[src/rtl/reg_file_pkg.sv]
// Shared constants, select type and range helper for the multi-port register file.
package reg_file_pkg;

   localparam int DATA_W_DEF   = 32;
   localparam int NUM_REGS_DEF = 16;
   localparam int ADDR_W_DEF   = 5;

   typedef logic [ADDR_W_DEF-1:0] reg_addr_t;

   function automatic logic sel_in_range(input int unsigned sel, input int unsigned num_regs);
      return sel < num_regs;
   endfunction

endpackage

[src/rtl/reg_file_mp_if.sv]
// Read, write and issue signals of the register file; master drives selects/writes, slave returns data.
interface reg_file_mp_if
   import reg_file_pkg::*;
#(
   parameter int DATA_W = DATA_W_DEF,
   parameter int ADDR_W = ADDR_W_DEF
);
   logic [ADDR_W-1:0] rd_sel_a, rd_sel_b, rd_sel_c;
   logic [DATA_W-1:0] rd_data_a, rd_data_b, rd_data_c;
   logic              rd_busy_a, rd_busy_b, rd_busy_c;
   logic              we0, we1;
   logic [ADDR_W-1:0] wsel0, wsel1;
   logic [DATA_W-1:0] wdata0, wdata1;
   logic              issue_valid;
   logic [ADDR_W-1:0] issue_sel;
   logic              any_busy;

   modport master (
      output rd_sel_a, rd_sel_b, rd_sel_c,
      output we0, wsel0, wdata0, we1, wsel1, wdata1,
      output issue_valid, issue_sel,
      input  rd_data_a, rd_data_b, rd_data_c,
      input  rd_busy_a, rd_busy_b, rd_busy_c,
      input  any_busy
   );

   modport slave (
      input  rd_sel_a, rd_sel_b, rd_sel_c,
      input  we0, wsel0, wdata0, we1, wsel1, wdata1,
      input  issue_valid, issue_sel,
      output rd_data_a, rd_data_b, rd_data_c,
      output rd_busy_a, rd_busy_b, rd_busy_c,
      output any_busy
   );
endinterface

[src/rtl/reg_scoreboard.sv]
// Busy-bit scoreboard: issue marks a register pending, a write on either port retires it.
module reg_scoreboard
   import reg_file_pkg::*;
#(
   parameter int NUM_REGS = NUM_REGS_DEF,
   parameter int ADDR_W   = ADDR_W_DEF
) (
   input  logic              clk,
   input  logic              reset,
   input  logic              issue_valid,
   input  logic [ADDR_W-1:0] issue_sel,
   input  logic              we0,
   input  logic [ADDR_W-1:0] wsel0,
   input  logic              we1,
   input  logic [ADDR_W-1:0] wsel1,
   input  logic [ADDR_W-1:0] look_sel_a,
   input  logic [ADDR_W-1:0] look_sel_b,
   input  logic [ADDR_W-1:0] look_sel_c,
   output logic              look_busy_a,
   output logic              look_busy_b,
   output logic              look_busy_c,
   output logic              any_busy
);

   logic [NUM_REGS-1:0] busy_q;
   logic [NUM_REGS-1:0] busy_d;

   // Issue is applied last so a new producer outranks a retiring one.
   always_comb begin
      busy_d = busy_q;
      for (int i = 0; i < NUM_REGS; i++) begin
         if (we0 && wsel0 == ADDR_W'(i)) busy_d[i] = 1'b0;
         if (we1 && wsel1 == ADDR_W'(i)) busy_d[i] = 1'b0;
         if (issue_valid && issue_sel == ADDR_W'(i)) busy_d[i] = 1'b1;
      end
   end

   always_ff @(posedge clk) begin
      if (!reset) busy_q <= '0;
      else        busy_q <= busy_d;
   end

   always_comb begin
      look_busy_a = 1'b0;
      look_busy_b = 1'b0;
      look_busy_c = 1'b0;
      for (int i = 0; i < NUM_REGS; i++) begin
         if (look_sel_a == ADDR_W'(i)) look_busy_a = busy_q[i];
         if (look_sel_b == ADDR_W'(i)) look_busy_b = busy_q[i];
         if (look_sel_c == ADDR_W'(i)) look_busy_c = busy_q[i];
      end
   end

   assign any_busy = |busy_q;

endmodule

[src/rtl/reg_file_mp.sv]
// Three-read / two-write register file with busy scoreboard.
// Define REG_FILE_BYPASS_EN to forward same-cycle writes to the read ports.
module reg_file_mp
   import reg_file_pkg::*;
#(
   parameter int DATA_W   = DATA_W_DEF,
   parameter int NUM_REGS = NUM_REGS_DEF,
   parameter int ADDR_W   = ADDR_W_DEF
) (
   input  logic         clk,
   input  logic         reset,
   reg_file_mp_if.slave rf
);

   logic [DATA_W-1:0] mem_q [NUM_REGS];
   logic [DATA_W-1:0] mem_d [NUM_REGS];
   logic [ADDR_W-1:0] rd_sel  [3];
   logic [DATA_W-1:0] rd_data [3];
   logic              rd_busy [3];
   logic              sb_busy [3];

   // Out-of-range write selects match no entry, so they vanish without aliasing.
   always_comb begin
      for (int i = 0; i < NUM_REGS; i++) begin
         mem_d[i] = mem_q[i];
         if (rf.we0 && rf.wsel0 == ADDR_W'(i)) mem_d[i] = rf.wdata0;
         if (rf.we1 && rf.wsel1 == ADDR_W'(i)) mem_d[i] = rf.wdata1;
      end
   end

   always_ff @(posedge clk) begin
      if (!reset) begin
         for (int i = 0; i < NUM_REGS; i++) mem_q[i] <= '0;
      end else begin
         mem_q <= mem_d;
      end
   end

   reg_scoreboard #(.NUM_REGS(NUM_REGS), .ADDR_W(ADDR_W)) u_scoreboard (
      .clk         (clk),
      .reset       (reset),
      .issue_valid (rf.issue_valid),
      .issue_sel   (rf.issue_sel),
      .we0         (rf.we0),
      .wsel0       (rf.wsel0),
      .we1         (rf.we1),
      .wsel1       (rf.wsel1),
      .look_sel_a  (rd_sel[0]),
      .look_sel_b  (rd_sel[1]),
      .look_sel_c  (rd_sel[2]),
      .look_busy_a (sb_busy[0]),
      .look_busy_b (sb_busy[1]),
      .look_busy_c (sb_busy[2]),
      .any_busy    (rf.any_busy)
   );

   assign rd_sel[0] = rf.rd_sel_a;
   assign rd_sel[1] = rf.rd_sel_b;
   assign rd_sel[2] = rf.rd_sel_c;

`ifdef REG_FILE_BYPASS_EN
   logic [2:0] fwd;

   always_comb begin
      fwd = '0;
      for (int p = 0; p < 3; p++) begin
         rd_data[p] = '0;
         for (int i = 0; i < NUM_REGS; i++) begin
            if (rd_sel[p] == ADDR_W'(i)) rd_data[p] = mem_q[i];
         end
         if (reset && sel_in_range(32'(rd_sel[p]), NUM_REGS)) begin
            if (rf.we0 && rf.wsel0 == rd_sel[p]) begin
               rd_data[p] = rf.wdata0;
               fwd[p]     = 1'b1;
            end
            if (rf.we1 && rf.wsel1 == rd_sel[p]) begin
               rd_data[p] = rf.wdata1;
               fwd[p]     = 1'b1;
            end
         end
         // Forwarded data is final unless a new producer claims the register this cycle.
         rd_busy[p] = sb_busy[p] & ~(fwd[p] & ~(rf.issue_valid && rf.issue_sel == rd_sel[p]));
      end
   end
`else
   always_comb begin
      for (int p = 0; p < 3; p++) begin
         rd_data[p] = '0;
         for (int i = 0; i < NUM_REGS; i++) begin
            if (rd_sel[p] == ADDR_W'(i)) rd_data[p] = mem_q[i];
         end
         rd_busy[p] = sb_busy[p];
      end
   end
`endif

   assign rf.rd_data_a = rd_data[0];
   assign rf.rd_data_b = rd_data[1];
   assign rf.rd_data_c = rd_data[2];
   assign rf.rd_busy_a = rd_busy[0];
   assign rf.rd_busy_b = rd_busy[1];
   assign rf.rd_busy_c = rd_busy[2];

endmodule

[src/flat_wrapper.sv]
// flat-port wrapper written by rule: the top's interface ports become plain ports
module reg_file_mp_flat import reg_file_pkg::*;
#(
   parameter int DATA_W   = DATA_W_DEF,
   parameter int NUM_REGS = NUM_REGS_DEF,
   parameter int ADDR_W   = ADDR_W_DEF
)
  (clk, reset, rf_rd_sel_a, rf_rd_sel_b, rf_rd_sel_c, rf_we0, rf_wsel0, rf_wdata0, rf_we1, rf_wsel1, rf_wdata1, rf_issue_valid, rf_issue_sel, rf_rd_data_a, rf_rd_data_b, rf_rd_data_c, rf_rd_busy_a, rf_rd_busy_b, rf_rd_busy_c, rf_any_busy);
  reg_file_mp_if #(.DATA_W(DATA_W), .ADDR_W(ADDR_W)) rf_i ();
  input  logic clk;
  input  logic reset;
  input wire logic [$bits(rf_i.rd_sel_a)-1:0] rf_rd_sel_a;
  input wire logic [$bits(rf_i.rd_sel_b)-1:0] rf_rd_sel_b;
  input wire logic [$bits(rf_i.rd_sel_c)-1:0] rf_rd_sel_c;
  input wire logic [$bits(rf_i.we0)-1:0] rf_we0;
  input wire logic [$bits(rf_i.wsel0)-1:0] rf_wsel0;
  input wire logic [$bits(rf_i.wdata0)-1:0] rf_wdata0;
  input wire logic [$bits(rf_i.we1)-1:0] rf_we1;
  input wire logic [$bits(rf_i.wsel1)-1:0] rf_wsel1;
  input wire logic [$bits(rf_i.wdata1)-1:0] rf_wdata1;
  input wire logic [$bits(rf_i.issue_valid)-1:0] rf_issue_valid;
  input wire logic [$bits(rf_i.issue_sel)-1:0] rf_issue_sel;
  output wire logic [$bits(rf_i.rd_data_a)-1:0] rf_rd_data_a;
  output wire logic [$bits(rf_i.rd_data_b)-1:0] rf_rd_data_b;
  output wire logic [$bits(rf_i.rd_data_c)-1:0] rf_rd_data_c;
  output wire logic [$bits(rf_i.rd_busy_a)-1:0] rf_rd_busy_a;
  output wire logic [$bits(rf_i.rd_busy_b)-1:0] rf_rd_busy_b;
  output wire logic [$bits(rf_i.rd_busy_c)-1:0] rf_rd_busy_c;
  output wire logic [$bits(rf_i.any_busy)-1:0] rf_any_busy;
  assign rf_i.rd_sel_a = rf_rd_sel_a;
  assign rf_i.rd_sel_b = rf_rd_sel_b;
  assign rf_i.rd_sel_c = rf_rd_sel_c;
  assign rf_i.we0 = rf_we0;
  assign rf_i.wsel0 = rf_wsel0;
  assign rf_i.wdata0 = rf_wdata0;
  assign rf_i.we1 = rf_we1;
  assign rf_i.wsel1 = rf_wsel1;
  assign rf_i.wdata1 = rf_wdata1;
  assign rf_i.issue_valid = rf_issue_valid;
  assign rf_i.issue_sel = rf_issue_sel;
  assign rf_rd_data_a = rf_i.rd_data_a;
  assign rf_rd_data_b = rf_i.rd_data_b;
  assign rf_rd_data_c = rf_i.rd_data_c;
  assign rf_rd_busy_a = rf_i.rd_busy_a;
  assign rf_rd_busy_b = rf_i.rd_busy_b;
  assign rf_rd_busy_c = rf_i.rd_busy_c;
  assign rf_any_busy = rf_i.any_busy;
  reg_file_mp #(.DATA_W(DATA_W), .NUM_REGS(NUM_REGS), .ADDR_W(ADDR_W)) u_core (.clk(clk), .reset(reset), .rf(rf_i));
endmodule
[config.mk]
export PLATFORM = sky130hd
export DESIGN_NAME = reg_file_mp_flat
export DESIGN_NICKNAME = d
export VERILOG_FILES = /design/src/rtl/reg_file_pkg.sv /design/src/rtl/reg_file_mp_if.sv /design/src/rtl/reg_scoreboard.sv /design/src/rtl/reg_file_mp.sv /design/src/flat_wrapper.sv
export SDC_FILE = /design/constraint.sdc
export NUM_CORES = 2
export LEC_CHECK = 0
export ABC_AREA = 1
export BUFFER_PORTS_ARGS = -buffer_cell sky130_fd_sc_hd__buf_2
export CAP_MARGIN = 20
export CELL_PAD_IN_SITES_DETAIL_PLACEMENT = 2
export CELL_PAD_IN_SITES_GLOBAL_PLACEMENT = 2
export CORE_UTILIZATION = 30
export CTS_CLUSTER_DIAMETER = 120
export DETAILED_ROUTE_END_ITERATION = 6
export PLACE_DENSITY = 0.88
export SLEW_MARGIN = 5
export SYNTH_ARGS = -nofsm -noshare
export SYNTH_HDL_FRONTEND = slang
export SYNTH_SLANG_ARGS = --single-unit
[constraint.sdc]
create_clock -name clk -period 3 [get_ports clk]
set_input_delay 0.9 -clock clk [delete_from_list [all_inputs] [get_ports clk]]
set_output_delay 0.9 -clock clk [all_outputs]
set_load 0.02 [all_outputs]
==> flow_metrics.tcl, run 1 <==
set metrics [dict create \
    status "aborted with a tool error" \
    lastStage "global routing" \
    firstError "[ERROR GRT-0116] Global routing finished with congestion. Check the congestion regions in the DRC Viewer." \
    grt_usage_pct 66.7 \
    grt_pass1_vias 70100 \
    die_y_um 350 \
    grt_pass1_wl_mm 581 \
    cts_hold_buf 0 \
    dp_hpwl_mm 196 \
    synthCells 6271 \
    yosysWarnings 0 \
    pin_count 199 \
    synth.largest_area_cell "dfxtp_1" \
    port_buffers 198 \
    clkSinkCount 528 \
    cts_max_level 3 \
    overflow 66 \
    synthArstFlopShare_pct 0 \
    start_util_pct 30.3 \
    cts_buffers 72 \
    post_dp_cell_area_um2 42700 \
    seq_area_frac_synth_pct 29.0 \
    syn_area_per_cell_um2 5.81 \
    syn_area_um2 36400 \
    root_buffer "clkbuf_16" \
    synth.most_common_cell "nand2_1" \
    rows 127 \
    ys_seq_elements 528 \
    synth-edff-count 0 \
    yosys_most_used_dff "dfxtp_1" \
    synthTopCellsByArea "dfxtp_1 29%, nand2_1 19%, o21ai_0 13%, a21oi_1 7.3%, nand4_1 6.8%" \
    ys_types 27 \
    die_x_um 350 \
    place_congestion 0.948 \
    yosysTopAreaCellShare_pct 29.0 \
    mappedNetlistNets 6370 \
    ys_top_cells_by_count "1808 x nand2_1, 958 x o21ai_0, 628 x inv_1" \
    grt_start_max_net_pins 106 \
    clockBufferDepth 3 \
]
per-layer routing:
| layer | overflow | global-route usage, % |
|---|---|---|
| met5 | 0 | 30.2 |
| met2 | 28 | 83.9 |
| met3 | 1 | 46.9 |
| met1 | 2 | 67.9 |
| met4 | 35 | 67.0 |
through the flow:
stage | util, % | std cells | setup WS [ns] | hold WS [ns] | setup TNS [ns]
CTS | 40.7 | 8315 | -0.995 | 0.473 | -83.15
detailed placement | 35.6 | 8060 | -1.30 | 0.466 | -120.77
floorplan | - | 6271 | -0.0550 | 0.445 | -0.858
global placement | 35.6 | 8060 | -1.12 | 0.452 | -86.92
cells by family after synthesis:
kind of cell	after synthesis	share of synthesized area, %
buffers and inverters	1165	12.3
flip-flops	528	29.0
AND/OR/NAND/NOR	2928	34.6
AO/OA/AOI/OAI	1650	24.1
repair_timing:
action,in CTS
endpoints found under the hold margin,0
setup endpoints to repair,100
buffers inserted,105
gates resized for setup,632
cloned,23
pin swaps,207
==> run 2: changes to the inputs <==
CELL_PAD_IN_SITES_DETAIL_PLACEMENT = default   (was 2)
CELL_PAD_IN_SITES_GLOBAL_PLACEMENT = default   (was 2)
CORE_UTILIZATION = 20   (was 30)
CTS_CLUSTER_DIAMETER = default   (was 120)
PLACE_DENSITY = default   (was 0.88)
PLACE_DENSITY_LB_ADDON = 0.15   (was default)
clock period = 3.9 ns   (was 3 ns; I/O delays follow)
==> flow_metrics.tcl, run 2 <==
set metrics [dict create \
    cts_tree "done" \
    dr.pass1.iters 6 \
    crit_path_start_kind "primary input" \
    r2r_start "u_core.mem_q[502]$_SDFFE_PN0P_" \
    regMostFlops "u_core.mem_q" \
    violations "setup timing" \
    status "complete, but fails checks" \
    fin_skew_ns 0 \
    hp-class "reg2reg" \
    worst_pin_slew_ns 0.952 \
    syn_area_per_cell_um2 5.81 \
    overflow 0 \
    coreArea_um2 181000 \
    detail_route.vias_per_cell 5.19 \
    crit_fanout 6 \
    r2r_setup_slack_ns 2.99 \
    synth.most_common_cell "nand2_1" \
    grt_pass1_vias 44300 \
    reg_top3 "u_core.mem_q (512), u_core.u_scoreboard.busy_q (16)" \
    final_cell_mix "1510 x nand2_1, 885 x o21ai_0, 585 x inv_1" \
    drv_cap 0 \
    yosysWarnings 0 \
    whs_path_depth 2 \
    yosysTopAreaCellShare_pct 29.0 \
    port_buffers 198 \
    drc 0 \
    ys_types 27 \
    clockBufferDepth 3 \
    crit_required_ns 2.73 \
    vias 47400 \
    final_common_cell "nand2_1" \
    mappedNetlistNets 6370 \
    post-route-min-period_ns 4.49 \
    drt_iter0_drc 4619 \
    place_congestion 0.923 \
    drt-total-wl_mm 235 \
    dp_hpwl_mm 167 \
    fin_crit_sh_pct 115 \
    fp.dieArea_um2 184000 \
    reg2reg_depth 3 \
    pin_count 199 \
    layout-drive-gt1-share_pct 27.0 \
    grt_pass1_wl_mm 327 \
    synthTopCellsByArea "dfxtp_1 29%, nand2_1 19%, o21ai_0 13%, a21oi_1 7.3%, nand4_1 6.8%" \
    largest_reg_flops 512 \
    slew_headroom_pct 36.3 \
    finalPower_uw 15200 \
    clkTransAtPathRegs_ns 0.05 \
    cts_hold_buf 0 \
    grt_usage_pct 24.3 \
    ys_top_cells_by_count "1808 x nand2_1, 958 x o21ai_0, 628 x inv_1" \
    synth-edff-count 0 \
    final_util_pct 29.4 \
    start_util_pct 20.2 \
    critical_path.startpoint "rf_rd_sel_c[1]" \
    worst_hold_slack_ns 0.463 \
    final_nets 6798 \
    wl_per_cell_um 25.7 \
    rsz0062_at_grt "true" \
    synthArstFlopShare_pct 0 \
    crit_path_end_kind "primary output" \
    cts_buffers 75 \
    leakage_uw 0.0209 \
    ir_drop_mv 0.336 \
    worstHoldStart "u_core.mem_q[145]$_SDFFE_PN0P_" \
    arrival_ns 3.32 \
    rows 156 \
    slew_violations 0 \
    root_buffer "clkbuf_16" \
    antenna_found_initial 11 \
    powerDensity_nw_per_um2 287 \
    grt_start_max_net_pins 124 \
    area_delta_synth_final_pct 45.7 \
    ant_nets 0 \
    die_x_um 429 \
    clkSinkCount 528 \
    clock.fmax_mhz 223 \
    ys_seq_elements 528 \
    setup_violations 99 \
    criticalPathCategory "in2out" \
    cts_max_level 3 \
    clk_latency_ns 0.68 \
    reg2reg_to "u_core.mem_q[502]$_SDFFE_PN0P_" \
    synth.largest_area_cell "dfxtp_1" \
    hold_violations 0 \
    seq_area_frac_synth_pct 29.0 \
    synthCells 6271 \
    die_y_um 429 \
    setup_slack_ns -0.587 \
    min_to "u_core.mem_q[145]$_SDFFE_PN0P_" \
    yosys_most_used_dff "dfxtp_1" \
    syn_area_um2 36400 \
]
[run 2: cell counts after synthesis]
No cell type changed its count.
[run 2: kinds of logic after synthesis]
kind of cell,share of synthesized area [%]
and+or+nand+nor,34.6
AOI/OAI and AO/OA,24.1
DFF,29.0
buffers and inverters,12.3
[run 2: area by class of cell]
type / count / area [um2]
Fill cell: 19900 / 128000
Multi-Input combinational cell: 4578 / 24900
Sequential cell: 528 / 10600
Timing Repair Buffer: 861 / 9470
Tap cell: 2370 / 2970
Inverter: 655 / 2610
Clock buffer: 106 / 2160
Clock inverter: 29 / 328
Antenna cell: 3 / 7.51
[run 2: worst max path at each step]
stage / slack (ns) / depth (start not counted) / end
floorplan: 0.16 / 12 / rf_rd_data_a[13]
detailed placement: -1.26 / 16 / rf_rd_data_a[26]
CTS: -0.66 / 15 / rf_rd_data_c[2]
global route: -0.65 / 18 / rf_rd_data_c[30]
finish: -0.59 / 20 / rf_rd_data_c[23]
global placement: -1.40 / 16 / rf_rd_data_b[8]
[run 2: critical path, stage by stage]
cell	delay, ns
buf_8	0.10
buf_6	0.12
buf_4	0.15
nand3_4	0.11
buf_6	0.12
inv_4	0.04
nand2_8	0.09
buf_12	0.13
buf_4	0.12
buf_6	0.11
o21ai_1	0.06
inv_1	0.06
nand4_1	0.17
nand2_2	0.14
nand4_1	0.12
nand2_1	0.13
nand3_2	0.08
nand2_1	0.08
nand2_2	0.07
buf_6	0.13
[run 2: per-layer routing]
| metal | part of all wire [%] | vias up | GRT usage [%] |
|---|---|---|---|
| li1 | - | 21800 | - |
| met1 | 42 | 23300 | 30.4 |
| met2 | 48 | 1916 | 42.2 |
| met3 | 5.4 | 470 | 2.17 |
| met4 | 4.5 | 6 | 10.2 |
| met5 | 0.015 | - | 0 |
[run 2: through the flow]
step,setup slack [ns],TNS (ns),std cells,cell area [um2]
2_1_floorplan,0.162,0,6271,36400
3_3_place_gp,-1.40,-107.99,8799,43200
3_5_place_dp,-1.26,-100.04,8801,43200
4_1_cts,-0.656,-50.65,9079,50900
5_1_grt,-0.654,-51.55,9129,53100
6_report,-0.587,-46.40,9130,53100
[run 2: repair_timing]
action                     CTS  global route
setup endpoints to repair   99            99
setup buffers              122            57
gates cloned                28             9
resized for setup          983           521
pin swaps                  405           484
[run 2: where the power goes]
part	leakage, uW	internal, uW	switching (uW)
Sequential	0.00427	5510	124
Combinational	0.0154	775	1520
Clock	0.00124	4260	3020
Power figures use the tool's default switching activity.
